===== config.mk =====
export PLATFORM = sky130hd
export DESIGN_NAME = instr_mem_loader_flat
export DESIGN_NICKNAME = d
export VERILOG_FILES = /design/src/rtl/instr_mem_loader_pkg.sv /design/src/rtl/instr_mem_loader_if.sv /design/src/rtl/instr_mem_loader_byte_assembler.sv /design/src/rtl/instr_mem_loader.sv /design/src/flat_wrapper.sv
export SDC_FILE = /design/constraint.sdc
export NUM_CORES = 1
export LEC_CHECK = 0
export CORE_AREA = 2 2 128 99
export DETAILED_ROUTE_END_ITERATION = 12
export DIE_AREA = 0 0 130 101
export GPL_ROUTABILITY_DRIVEN = 1
export SLEW_MARGIN = 20
export SYNTH_ARGS = -nofsm -noshare
export SYNTH_HDL_FRONTEND = slang
export SYNTH_SLANG_ARGS = --single-unit

===== constraint.sdc =====
create_clock -name clk -period 6.25 [get_ports clk]
set_input_delay 1.875 -clock clk [delete_from_list [all_inputs] [get_ports clk]]
set_output_delay 1.875 -clock clk [all_outputs]
set_load 0.01 [all_outputs]

===== src/rtl/instr_mem_loader_pkg.sv =====
// Shared constants, state encoding and helpers for the instruction-memory loader.
// Image length checks live here so the bench and the loader agree on the legal range.
package instr_mem_pkg;

  localparam int unsigned IMEM_DEPTH     = 135;
  localparam int unsigned BYTES_PER_WORD = 4;
  localparam int unsigned INSTR_W        = 32;
  localparam int unsigned BYTE_W         = 8;
  localparam int unsigned BIDX_W         = $clog2(BYTES_PER_WORD);

  typedef enum logic [1:0] {
    ST_IDLE    = 2'd0,
    ST_COLLECT = 2'd1,
    ST_WRITE   = 2'd2,
    ST_DONE    = 2'd3
  } state_t;

  // A load is legal only if it is non-empty and fits in the memory.
  function automatic logic count_ok(input int unsigned n, input int unsigned depth);
    return (n != 0) && (n <= depth);
  endfunction

endpackage


===== src/rtl/instr_mem_loader_if.sv =====
// Host/boot byte stream, load control/status and instruction-memory write port.
// master = host side driving the stream, slave = the loader.
interface instr_mem_loader_if #(
  parameter int unsigned CNT_W = 8
);
  import instr_mem_pkg::*;

  logic                  start;
  logic [CNT_W-1:0]      num_words;
  logic                  abort;
  logic                  byte_valid;
  logic [BYTE_W-1:0]     byte_data;
  logic                  byte_ready;
  logic                  mem_we;
  logic [INSTR_W-1:0]    mem_addr;
  logic [INSTR_W-1:0]    mem_wdata;
  logic                  cpu_hold;
  logic                  busy;
  logic                  done;
  logic                  error;

  modport master (
    output start, num_words, abort, byte_valid, byte_data,
    input  byte_ready, mem_we, mem_addr, mem_wdata, cpu_hold, busy, done, error
  );

  modport slave (
    input  start, num_words, abort, byte_valid, byte_data,
    output byte_ready, mem_we, mem_addr, mem_wdata, cpu_hold, busy, done, error
  );

endinterface


===== src/rtl/instr_mem_loader_byte_assembler.sv =====
// Shifts stream bytes MSB-first into a 32-bit word and counts bytes within the word.
// Clear resets only the byte counter; the shift register is overwritten by the next word.
module byte_assembler
  import instr_mem_pkg::*;
(
  input  logic               clk,
  input  logic               rst,
  input  logic               i_load,
  input  logic               i_clear,
  input  logic [BYTE_W-1:0]  i_byte,
  output logic [INSTR_W-1:0] o_word,
  output logic               o_word_full
);

  logic [INSTR_W-1:0] r_shreg;
  logic [BIDX_W-1:0]  r_byte_idx;

  always_ff @(posedge clk or posedge rst) begin
    if (rst) begin
      r_shreg    <= '0;
      r_byte_idx <= '0;
    end else if (i_clear) begin
      r_byte_idx <= '0;
    end else if (i_load) begin
      r_shreg    <= {r_shreg[INSTR_W-BYTE_W-1:0], i_byte};
      r_byte_idx <= r_byte_idx + BIDX_W'(1);
    end
  end

  assign o_word      = r_shreg;
  assign o_word_full = (r_byte_idx == BIDX_W'(BYTES_PER_WORD - 1));

endmodule


===== src/rtl/instr_mem_loader.sv =====
// Loads a big-endian byte stream into instruction memory words 0..num_words-1,
// holding the CPU off for the whole load.
module instr_mem_loader
  import instr_mem_pkg::*;
#(
  parameter int unsigned DEPTH = IMEM_DEPTH,
  parameter int unsigned CNT_W = 8
) (
  input  logic               clk,
  input  logic               reset,
  instr_mem_loader_if.slave  bus
);

  state_t             r_state;
  state_t             w_next;
  logic [CNT_W-1:0]   r_word_idx;
  logic [CNT_W-1:0]   r_count;
  logic               r_error;
  logic [INSTR_W-1:0] r_addr_hold;
  logic [INSTR_W-1:0] r_wdata_hold;

  logic [INSTR_W-1:0] w_shreg;
  logic [INSTR_W-1:0] w_wr_addr;
  logic               w_word_full;
  logic               w_start_ok;
  logic               w_accept;
  logic               w_reject;
  logic               w_abort;
  logic               w_load;
  logic               w_clear;
  logic               w_last;

  assign w_start_ok = count_ok(32'(bus.num_words), DEPTH);
  assign w_accept   = (r_state == ST_IDLE) && bus.start && w_start_ok;
  assign w_reject   = (r_state == ST_IDLE) && bus.start && !w_start_ok;
  assign w_abort    = ((r_state == ST_COLLECT) || (r_state == ST_WRITE)) && bus.abort;
  // Abort wins over a byte offered in the same cycle.
  assign w_load     = (r_state == ST_COLLECT) && bus.byte_valid && !bus.abort;
  assign w_clear    = w_accept || (r_state == ST_WRITE);
  assign w_last     = (r_word_idx == (r_count - CNT_W'(1)));
  assign w_wr_addr  = {{(INSTR_W-CNT_W){1'b0}}, r_word_idx};

  byte_assembler u_asm (
    .clk        (clk),
    .rst        (reset),
    .i_load     (w_load),
    .i_clear    (w_clear),
    .i_byte     (bus.byte_data),
    .o_word     (w_shreg),
    .o_word_full(w_word_full)
  );

  always_ff @(posedge clk or posedge reset) begin
    if (reset) r_state <= ST_IDLE;
    else       r_state <= w_next;
  end

  always_comb begin
    w_next         = r_state;
    bus.byte_ready = 1'b0;
    bus.mem_we     = 1'b0;
    bus.done       = 1'b0;
    bus.busy       = (r_state != ST_IDLE);
    bus.cpu_hold   = (r_state != ST_IDLE);
    bus.error      = r_error;
    bus.mem_addr   = r_addr_hold;
    bus.mem_wdata  = r_wdata_hold;
    case (r_state)
      ST_IDLE: begin
        if (w_accept) w_next = ST_COLLECT;
      end
      ST_COLLECT: begin
        bus.byte_ready = 1'b1;
        if (bus.abort)                 w_next = ST_IDLE;
        else if (w_load && w_word_full) w_next = ST_WRITE;
      end
      ST_WRITE: begin
        // The write presented this cycle completes even under abort.
        bus.mem_we    = 1'b1;
        bus.mem_addr  = w_wr_addr;
        bus.mem_wdata = w_shreg;
        if (bus.abort)   w_next = ST_IDLE;
        else if (w_last) w_next = ST_DONE;
        else             w_next = ST_COLLECT;
      end
      ST_DONE: begin
        bus.done = 1'b1;
        w_next   = ST_IDLE;
      end
      default: w_next = ST_IDLE;
    endcase
  end

  always_ff @(posedge clk or posedge reset) begin
    if (reset) begin
      r_word_idx   <= '0;
      r_count      <= '0;
      r_error      <= 1'b0;
      r_addr_hold  <= '0;
      r_wdata_hold <= '0;
    end else begin
      r_error <= w_reject || w_abort;
      if (w_accept) begin
        r_count    <= bus.num_words;
        r_word_idx <= '0;
      end else if (r_state == ST_WRITE) begin
        r_word_idx <= r_word_idx + CNT_W'(1);
      end
      if (r_state == ST_WRITE) begin
        r_addr_hold  <= w_wr_addr;
        r_wdata_hold <= w_shreg;
      end
    end
  end

endmodule


===== src/flat_wrapper.sv =====
// flat-port wrapper written by rule: the top's interface ports become plain ports
module instr_mem_loader_flat import instr_mem_pkg::*;
#(
  parameter int unsigned DEPTH = IMEM_DEPTH,
  parameter int unsigned CNT_W = 8
)
  (clk, reset, bus_start, bus_num_words, bus_abort, bus_byte_valid, bus_byte_data, bus_byte_ready, bus_mem_we, bus_mem_addr, bus_mem_wdata, bus_cpu_hold, bus_busy, bus_done, bus_error);
  instr_mem_loader_if #(.CNT_W(CNT_W)) bus_i ();
  input  logic clk;
  input  logic reset;
  input wire logic [$bits(bus_i.start)-1:0] bus_start;
  input wire logic [$bits(bus_i.num_words)-1:0] bus_num_words;
  input wire logic [$bits(bus_i.abort)-1:0] bus_abort;
  input wire logic [$bits(bus_i.byte_valid)-1:0] bus_byte_valid;
  input wire logic [$bits(bus_i.byte_data)-1:0] bus_byte_data;
  output wire logic [$bits(bus_i.byte_ready)-1:0] bus_byte_ready;
  output wire logic [$bits(bus_i.mem_we)-1:0] bus_mem_we;
  output wire logic [$bits(bus_i.mem_addr)-1:0] bus_mem_addr;
  output wire logic [$bits(bus_i.mem_wdata)-1:0] bus_mem_wdata;
  output wire logic [$bits(bus_i.cpu_hold)-1:0] bus_cpu_hold;
  output wire logic [$bits(bus_i.busy)-1:0] bus_busy;
  output wire logic [$bits(bus_i.done)-1:0] bus_done;
  output wire logic [$bits(bus_i.error)-1:0] bus_error;
  assign bus_i.start = bus_start;
  assign bus_i.num_words = bus_num_words;
  assign bus_i.abort = bus_abort;
  assign bus_i.byte_valid = bus_byte_valid;
  assign bus_i.byte_data = bus_byte_data;
  assign bus_byte_ready = bus_i.byte_ready;
  assign bus_mem_we = bus_i.mem_we;
  assign bus_mem_addr = bus_i.mem_addr;
  assign bus_mem_wdata = bus_i.mem_wdata;
  assign bus_cpu_hold = bus_i.cpu_hold;
  assign bus_busy = bus_i.busy;
  assign bus_done = bus_i.done;
  assign bus_error = bus_i.error;
  instr_mem_loader #(.DEPTH(DEPTH), .CNT_W(CNT_W)) u_core (.clk(clk), .reset(reset), .bus(bus_i));
endmodule

==> results.toml <==
[grt]
grt_pass1_vias = 2774
globalRouteMet2Util = 0.192
grt_pass1_wl_um = 14400
antenna_found_initial = 0
gr-total-overflow = 0
grt_max_degree = 89
grtUsageTotal = 0.144
top_usage_layer = "met1"
grt_use_met3 = 0.0456
grt_use_met1 = 0.213

[floorplanning]
io_pins = 91
die_width_um = 130
coreArea_mm2 = 0.0120
die_h_um = 101
dieArea_mm2 = 0.0131
rows = 35
start_util = 0.391

[worst_setup_path]
path_max_fanout = 75
cp-end-kind = "output pin"
required_ns = 4.38
start_kind = "register"
critical_path_arrival_ns = 2.76
crit_type = "register to output pin"

[route]
via_count = 2741
initialDrtViolationCount = 174
via_per_inst = 4.55
ant_nets = 0
drc = 0
post_drt_wl_per_cell_um = 14.3
drt-total-wl_um = 8610
first_pass_iters = 4

[placement]
portBuffers = 90
hpwl_um = 5500
placed_area_mm2 = 0.00573
dp.cells = 570
gp_congestion = 0.765

[layout]
syn2layout_area_growth_pct = 35.2
antenna_cells = 0
multi_input_comb_area_mm2 = 0.00165
final_area_mm2 = 0.00632
n_fill_cell = 1005
fin_nets = 452
utilization = 0.529
seq_area_mm2 = 0.00293
finalNonFillerCells = 602
layout-drive-gt1-share = 0.266

[pwr]
peakVddDrop_mv = 0.290
power_leakage_uw = 0.00279
p_per_area_mw_per_mm2 = 500

[yosys]
synth_fa_ha_area_frac = 0.0214
ys_warn_count = 0
synth.distinct_cells = 35
synth.cell_area_mm2 = 0.00468
ys_top_cells_by_count = "117 x dfrtp_1, 77 x mux2_2, 25 x nor2b_1"
synthTopCellsByArea = "dfrtp_1 63%, mux2_2 19%, nor2b_1 3.3%, ha_1 2.1%, xnor2_1 1.9%"
synth_flop_cell = "dfrtp_1"
synth.most_common_cell = "dfrtp_1"
synth.avg_cell_area_um2 = 14.3
synth-simple-area-share = 0.0760
synth_xor_area_frac = 0.0356
synthCells = 327
ys_ff_latch = 117
netlist.area_leader.share = 0.626
yosysTopAreaCell = "dfrtp_1"
ys_seq_area_frac = 0.626
synth_edf_count = 0
syn_nets = 356
synthArstFlopShare = 1.00
synth.area.mux_share = 0.192
synth_top_family_by_area = "multiplexers"
synth_compound_area_frac = 0.0244

[clock_network]
cts_tree = "done"
clk_latency_ns = 0.40
cts_buffer_depth = 2
clk_pin_slew_ns = 0.06
ctsHoldBuffers = 0
cts_buffers = 17
cts_setup_buffers = 0
cts_resized = 0
cts-root-buf = "clkbuf_16"
cts.sinks = 117
htree_levels = 4

[sta]
fin_setup_tns_ns = 0
skew_ns = 0.00759
hold_viol_final = 0
tightest_slew_ns = 0.989
setup_viol = 0
grt_setup_unrepaired = "false"
finalCriticalPeriod_ns = 4.63
timing.slew.headroom = 0.340
fmax_mhz = 216
period_share = 0.741
finalMaxSlewViolations = 0

[run]
drv.max_cap_violation_count = 0

[outcome]
status = "finished clean"

[hold_path]
hold_class = "register to register"
-- metrics by stage --
stage	power, uW	setup WS (ns)	hold WS, ns
after CTS	3210	1.58	0.502
after global placement	2210	1.97	0.479
after global routing	3360	1.45	0.510
after floorplan	1780	1.27	0.469
final	3160	1.62	0.496
after detailed placement	2240	1.94	0.485
-- area by class of cell --
class / count / area share
clock inverter: 14 / 0.0239
sequential: 117 / 0.463
tap: 166 / 0.0328
timing repair buffer: 92 / 0.145
inverter: 8 / 0.00554
clock buffer: 18 / 0.0694
multi-input combinational: 187 / 0.260
-- sequential cells by signal (all words and copies together) (netlist names) --
name	cells
u_core.r_addr_hold	32
u_core.r_word_idx	8
u_core.r_state	2
u_core.bus.error	1
u_core.r_wdata_hold	32
u_core.u_asm.r_byte_idx	2
u_core.r_count	8
u_core.u_asm.o_word	32
-- logic make-up after synthesis --
logic type	count (synthesis)
AOI/OAI and AO/OA	17
xor gates and xnor gates	19
adders and majority gates	8
buffers and inverters	23
DFF	117
muxes	80
and+or+nand+nor	63
-- where the power goes --
| group | internal, uW | switching (uW) |
|---|---|---|
| Combinational | 605 | 432 |
| Clock | 600 | 348 |
| Sequential | 1020 | 154 |
| Total | 2230 | 935 |
-- critical path, stage by stage, from the launching register on --
cell	delay (ns)
dfrtp_1	0.41
inv_1	0.16
ha_4	0.78
mux2_2	0.45
clkdlybuf4s50_1	0.48
-- cells in the final DEF, fill, tap and decap left out, types with 2 or more instances in the layout --
cell type,n
a211oi_1,2
clkdlybuf4s50_1,90
clkinv_4,2
o21ai_0,4
mux2_2,77
xor2_1,9
nor4_1,3
nor2b_1,25
buf_4,2
nor2_1,13
mux2i_1,2
bufinv_16,2
clkinv_2,2
nor3_1,3
inv_1,7
inv_6,4
nand2_1,8
nand3_1,2
dfrtp_1,117
ha_1,7
clkinvlp_4,5
xnor2_1,10
a21oi_1,3
nand4_1,4
clkbuf_16,17
-- routing by layer --
layer | vias to the layer above | wire length, um
li1 | 1322 | -
met1 | 1351 | 4430
met2 | 61 | 3680
met3 | 7 | 403
met4 | 0 | 103
met5 | - | 0
-- final timing paths --
| check | start | end | slack, ns | cells after the start |
|---|---|---|---|---|
| min reg2reg | u_core.r_wdata_hold[16] | u_core.r_wdata_hold[16] | 0.50 | 1 |
| max in group asynchronous | reset | u_core.r_count[1] | 3.31 | 3 |
| max reg2reg | u_core.r_state[0] | u_core.r_word_idx[7] | 3.84 | 7 |
| min | u_core.r_wdata_hold[16] | u_core.r_wdata_hold[16] | 0.50 | 1 |
| max | u_core.r_state[0] | bus_mem_addr[4] | 1.62 | 4 |
| min in group asynchronous | reset | u_core.r_word_idx[5] | 2.01 | 2 |
No activity file was read; power rests on OpenSTA's default activity.
